### config.mk
export PLATFORM = sky130hd
export DESIGN_NAME = id_ex_register
export DESIGN_NICKNAME = d
export VERILOG_FILES = /design/src/rtl/id_ex_register.sv
export SDC_FILE = /design/constraint.sdc
export NUM_CORES = 1
export LEC_CHECK = 0
export CORE_AREA = 2 2 232 234
export CTS_BUF_LIST = sky130_fd_sc_hd__clkbuf_8
export DETAILED_ROUTE_END_ITERATION = 6
export DIE_AREA = 0 0 234 236
export PLACE_DENSITY = 0.53
export RECOVER_POWER = 50
export SLEW_MARGIN = 20
export SYNTH_ARGS = -nofsm -noshare
export SYNTH_HDL_FRONTEND = slang
export SYNTH_SLANG_ARGS = --single-unit
### constraint.sdc
create_clock -name clk -period 2 [get_ports clk]
set_input_delay 0.3 -clock clk [delete_from_list [all_inputs] [get_ports clk]]
set_output_delay 0.3 -clock clk [all_outputs]
set_load 0.03 [all_outputs]
### src/rtl/id_ex_register.sv
// ID/EX pipeline register: one-cycle capture of decode-stage control and datapath,
// with stall hold, flush bubble insertion and a saturating bubble counter.
module id_ex_register #(
   parameter int XLEN = 64
) (
   input  logic            clk,
   input  logic            reset,
   input  logic            stall,
   input  logic            flush,
   input  logic [1:0]      id_ALUOp,
   input  logic            id_BranchEq,
   input  logic            id_BranchGt,
   input  logic            id_MemRead,
   input  logic            id_MemtoReg,
   input  logic            id_MemWrite,
   input  logic            id_ALUSrc,
   input  logic            id_RegWrite,
   input  logic [XLEN-1:0] id_PC,
   input  logic [XLEN-1:0] id_ReadData1,
   input  logic [XLEN-1:0] id_ReadData2,
   input  logic [XLEN-1:0] id_Imm,
   input  logic [4:0]      id_rs1,
   input  logic [4:0]      id_rs2,
   input  logic [4:0]      id_rd,
   input  logic [3:0]      id_Funct,
   input  logic            id_valid,
   output logic [1:0]      ex_ALUOp,
   output logic            ex_BranchEq,
   output logic            ex_BranchGt,
   output logic            ex_MemRead,
   output logic            ex_MemtoReg,
   output logic            ex_MemWrite,
   output logic            ex_ALUSrc,
   output logic            ex_RegWrite,
   output logic [XLEN-1:0] ex_PC,
   output logic [XLEN-1:0] ex_ReadData1,
   output logic [XLEN-1:0] ex_ReadData2,
   output logic [XLEN-1:0] ex_Imm,
   output logic [4:0]      ex_rs1,
   output logic [4:0]      ex_rs2,
   output logic [4:0]      ex_rd,
   output logic [3:0]      ex_Funct,
   output logic            ex_valid,
   output logic [15:0]     bubble_count
);

   logic [1:0]      alu_op_q,   alu_op_d;
   logic            beq_q,      beq_d;
   logic            bgt_q,      bgt_d;
   logic            mem_rd_q,   mem_rd_d;
   logic            mem2reg_q,  mem2reg_d;
   logic            mem_wr_q,   mem_wr_d;
   logic            alu_src_q,  alu_src_d;
   logic            reg_wr_q,   reg_wr_d;
   logic [XLEN-1:0] pc_q,       pc_d;
   logic [XLEN-1:0] rd1_q,      rd1_d;
   logic [XLEN-1:0] rd2_q,      rd2_d;
   logic [XLEN-1:0] imm_q,      imm_d;
   logic [4:0]      rs1_q,      rs1_d;
   logic [4:0]      rs2_q,      rs2_d;
   logic [4:0]      rd_q,       rd_d;
   logic [3:0]      funct_q,    funct_d;
   logic            valid_q,    valid_d;
   logic [15:0]     bub_cnt_q,  bub_cnt_d;
   logic            bubble;

   // Flush wins over stall; an invalid slot only counts when it is actually loaded.
   assign bubble = flush | (~stall & ~id_valid);

   always_comb begin
      alu_op_d  = alu_op_q;
      beq_d     = beq_q;
      bgt_d     = bgt_q;
      mem_rd_d  = mem_rd_q;
      mem2reg_d = mem2reg_q;
      mem_wr_d  = mem_wr_q;
      alu_src_d = alu_src_q;
      reg_wr_d  = reg_wr_q;
      pc_d      = pc_q;
      rd1_d     = rd1_q;
      rd2_d     = rd2_q;
      imm_d     = imm_q;
      rs1_d     = rs1_q;
      rs2_d     = rs2_q;
      rd_d      = rd_q;
      funct_d   = funct_q;
      valid_d   = valid_q;
      bub_cnt_d = bub_cnt_q;
      if (flush) begin
         alu_op_d  = 2'b00;
         beq_d     = 1'b0;
         bgt_d     = 1'b0;
         mem_rd_d  = 1'b0;
         mem2reg_d = 1'b0;
         mem_wr_d  = 1'b0;
         alu_src_d = 1'b0;
         reg_wr_d  = 1'b0;
         pc_d      = '0;
         rd1_d     = '0;
         rd2_d     = '0;
         imm_d     = '0;
         rs1_d     = '0;
         rs2_d     = '0;
         rd_d      = '0;
         funct_d   = '0;
         valid_d   = 1'b0;
      end else if (!stall) begin
         // Side-effecting controls are gated by id_valid so a dead slot cannot write or branch.
         alu_op_d  = id_ALUOp;
         beq_d     = id_BranchEq & id_valid;
         bgt_d     = id_BranchGt & id_valid;
         mem_rd_d  = id_MemRead  & id_valid;
         mem2reg_d = id_MemtoReg;
         mem_wr_d  = id_MemWrite & id_valid;
         alu_src_d = id_ALUSrc;
         reg_wr_d  = id_RegWrite & id_valid;
         pc_d      = id_PC;
         rd1_d     = id_ReadData1;
         rd2_d     = id_ReadData2;
         imm_d     = id_Imm;
         rs1_d     = id_rs1;
         rs2_d     = id_rs2;
         rd_d      = id_rd;
         funct_d   = id_Funct;
         valid_d   = id_valid;
      end
      if (bubble && bub_cnt_q != 16'hFFFF) begin
         bub_cnt_d = bub_cnt_q + 16'd1;
      end
   end

   always_ff @(posedge clk or negedge reset) begin
      if (!reset) begin
         alu_op_q  <= 2'b00;
         beq_q     <= 1'b0;
         bgt_q     <= 1'b0;
         mem_rd_q  <= 1'b0;
         mem2reg_q <= 1'b0;
         mem_wr_q  <= 1'b0;
         alu_src_q <= 1'b0;
         reg_wr_q  <= 1'b0;
         pc_q      <= '0;
         rd1_q     <= '0;
         rd2_q     <= '0;
         imm_q     <= '0;
         rs1_q     <= '0;
         rs2_q     <= '0;
         rd_q      <= '0;
         funct_q   <= '0;
         valid_q   <= 1'b0;
         bub_cnt_q <= '0;
      end else begin
         alu_op_q  <= alu_op_d;
         beq_q     <= beq_d;
         bgt_q     <= bgt_d;
         mem_rd_q  <= mem_rd_d;
         mem2reg_q <= mem2reg_d;
         mem_wr_q  <= mem_wr_d;
         alu_src_q <= alu_src_d;
         reg_wr_q  <= reg_wr_d;
         pc_q      <= pc_d;
         rd1_q     <= rd1_d;
         rd2_q     <= rd2_d;
         imm_q     <= imm_d;
         rs1_q     <= rs1_d;
         rs2_q     <= rs2_d;
         rd_q      <= rd_d;
         funct_q   <= funct_d;
         valid_q   <= valid_d;
         bub_cnt_q <= bub_cnt_d;
      end
   end

   assign ex_ALUOp     = alu_op_q;
   assign ex_BranchEq  = beq_q;
   assign ex_BranchGt  = bgt_q;
   assign ex_MemRead   = mem_rd_q;
   assign ex_MemtoReg  = mem2reg_q;
   assign ex_MemWrite  = mem_wr_q;
   assign ex_ALUSrc    = alu_src_q;
   assign ex_RegWrite  = reg_wr_q;
   assign ex_PC        = pc_q;
   assign ex_ReadData1 = rd1_q;
   assign ex_ReadData2 = rd2_q;
   assign ex_Imm       = imm_q;
   assign ex_rs1       = rs1_q;
   assign ex_rs2       = rs2_q;
   assign ex_rd        = rd_q;
   assign ex_Funct     = funct_q;
   assign ex_valid     = valid_q;
   assign bubble_count = bub_cnt_q;

endmodule

==> metrics.txt <==
status finished with violations; failing checks capacitance limit, slew limit; grt ovf 0; vias post-DR 9,713; gpl congestion 0.7763; Worst VDD drop 0.4709 mV; top-area cell type share of the netlist area 0.6182; CTS buffer count 56; ys flop type dfrtp_1; vias in the first global route between 10,000 and 15,000; # rows 85; Yosys top cell by area dfrtp_1; syn nets 1,288; Leak 10.57 nW; setup TNS 0 ns; Post-Syn Area 12,180 sq um; Pint 11.13 mW; clk_lat worst skew 0.61 ns; layout cells sized above 1 0.07470; area delta synth->final 62.34%; Sink Count 301; Post-CTS Setup Bufs 0; Yosys reg bits 301; DR DRC count 0; multi-input logic area 4343 sq um; final period utilization 0.9143; critical path capture point type output pin; Initial DRC Count around 270; Sw Share 0.2979; filler cell count 5,339; post-synthesis cell type count 34; Final #Nets 1,906; WP buf/inv 1; router iterations before antenna repair 4; clk_skew ~0.0014 ns; EDFF count, synth 0; total wire length 42,190 microns; largest net degree at the start of global routing 112; crit start category flop; most frequent cell after synthesis dfrtp_1; antenna-violating nets left 0; critical path required time 1.70 ns; cells after synthesis 998; core area ~53,000 sq um; WL per Instance 17.90 microns; H-tree levels 2; slowest cell on the critical path dfrtp_1; cell family with most CP delay flip-flops; placed insts 2,253; register area share after synthesis 0.6182; critical path class reg -> out; Synth warnings 0; GRT Total Usage 0.1483; die area 55,220 sq um; PortBufs 589; # IOs 590; Final Max Tran Viols 46; Tot Pwr 15.85 mW; global-route wire length before repair 62,830 microns; ys async rst share 1.000; top post-synthesis cells by area dfrtp_1 62%, mux2i_1 23%, nor2_1 8.9%; Die Ht roughly 240 microns; initial antenna violation count 3; clock-pin slew on the worst setup and hold paths 0.06 ns; post-layout min period 1.829 ns; RSZ-0062 raised after global routing false; CTS Buffer Depth 3; critical path arrival between 1.5 and 2 ns; Flop pwr share 0.426; HPWL after DPL 30,940 microns; Reg area between 7000 and 8000 sq um; TritonCTS clock tree built; max incr delay on CP between 0.4 and 0.5 ns; Avg Inst Size Synth 12.21 sq um; Tightest Hold Check Type in -> reg; Root Driver clkbuf_8; endpoints failing setup 0; Post-synth top cells 301 x dfrtp_1, 288 x nor2_1, 280 x mux2i_1; setup slack, reg-to-reg 0.23 ns; Slew @ Worst Pin roughly 1.6 ns; Power Density 801.3 nW/um^2; die width 234 microns; Switch Pwr 4.722 mW; clock share of power 0.378; routed vias/inst around 4.1; Fin Hold WS 0.2146 ns; crit path cell chain dlygate4sd2_1; maxcap violations 1; final hold viol count 0; Combinational Power Share 0.196; max_slew headroom -0.06259; Initial Util 0.2296; fmax 0.5469 GHz; crit path max fanout 6; Post-Layout Cell Count roughly 2,400
per-layer routing:
layer  global-route usage  vias to the layer above  routed length [microns]  share of wire
li1                     -                     4593                        -              -
met1               0.1644                     4652                    16130           0.38
met2               0.2585                      400                    21050           0.50
met3              0.05827                       64                     3983          0.094
met4              0.04641                        4                      996          0.024
met5                    0                        -                       26        0.00062
cell families after synthesis:
group                      count (synthesis)  share of synthesized area
adders and majority gates                  1                   0.001027
muxes                                    281                     0.2313
and+or+nand+nor                          320                     0.1076
DFF                                      301                     0.6182
xor gates and xnor gates                  10                   0.007189
AOI/OAI and AO/OA                         17                    0.01027
buffers and inverters                     68                    0.02444
stage by stage:
| step | instance area [sq um] | worst slack, ns | util |
|---|---|---|---|
| floorplan | 12180 | 0.1450 | - |
| global placement | 19160 | 0.1683 | 0.3611 |
| detailed placement | 19160 | 0.1493 | 0.3611 |
| CTS | 19940 | 0.001006 | 0.3757 |
| global route | 19780 | 0.02054 | 0.3727 |
| finish | 19780 | 0.1714 | 0.3727 |
timing repair:
action                     CTS  global route
setup endpoints to repair  299             2
hold buffers                 1             0
pin swaps                    0             0
gates resized for setup    299             2
hold endpoints to repair   108             0
flip-flops by register name (all words and copies together) (netlist names), 2 cells and up:
| signal | flops |
|---|---|
| ex_ALUOp | 2 |
| ex_ReadData2 | 64 |
| ex_Funct | 4 |
| ex_Imm | 64 |
| ex_ReadData1 | 64 |
| ex_PC | 64 |
| ex_rd | 5 |
| bubble_count | 16 |
| ex_rs2 | 5 |
| ex_rs1 | 5 |
cell usage in the layout, fill, tap and decap left out, types with 8 or more instances in the layout:
| cell | count |
|---|---|
| mux2i_1 | 280 |
| buf_4 | 8 |
| inv_1 | 21 |
| dlygate4sd2_1 | 299 |
| nor2_1 | 288 |
| clkdlybuf4s50_1 | 285 |
| buf_12 | 10 |
| clkbuf_2 | 8 |
| xor2_1 | 9 |
| dfrtp_1 | 301 |
| clkinv_2 | 10 |
| clkbuf_8 | 72 |
power groups by stage:
stage                     Sequential, mW  Combinational, mW  Clock, mW
after global placement              6.86               3.45          0
after floorplan                     7.61              0.830          0
final                               6.75               3.11       5.99
after CTS                           6.76               3.20       6.32
after global routing                6.80               3.34       6.58
after detailed placement            6.87               3.46          0
worst paths after layout:
check	start	endpoint	cells after the start
max	bubble_count[12]	bubble_count[12]	1
min	flush	ex_PC[19]	3
max reg2reg	bubble_count[0]	bubble_count[1]	5
min reg2reg	ex_ReadData2[43]	ex_ReadData2[43]	2
max in group asynchronous	reset	ex_ReadData1[49]	4
min in group asynchronous	reset	ex_rs1[1]	2
cell type report:
type	instances	share of cell area
multi-input cells	629	0.2196
diodes	1	0.0001265
flip-flops and latches	301	0.3808
well taps	696	0.04403
clock buffers	71	0.04940
repair buffers	624	0.2971
clock inverters	31	0.008223
inverters	4	0.0007591
Power figures use the tool's default switching activity.
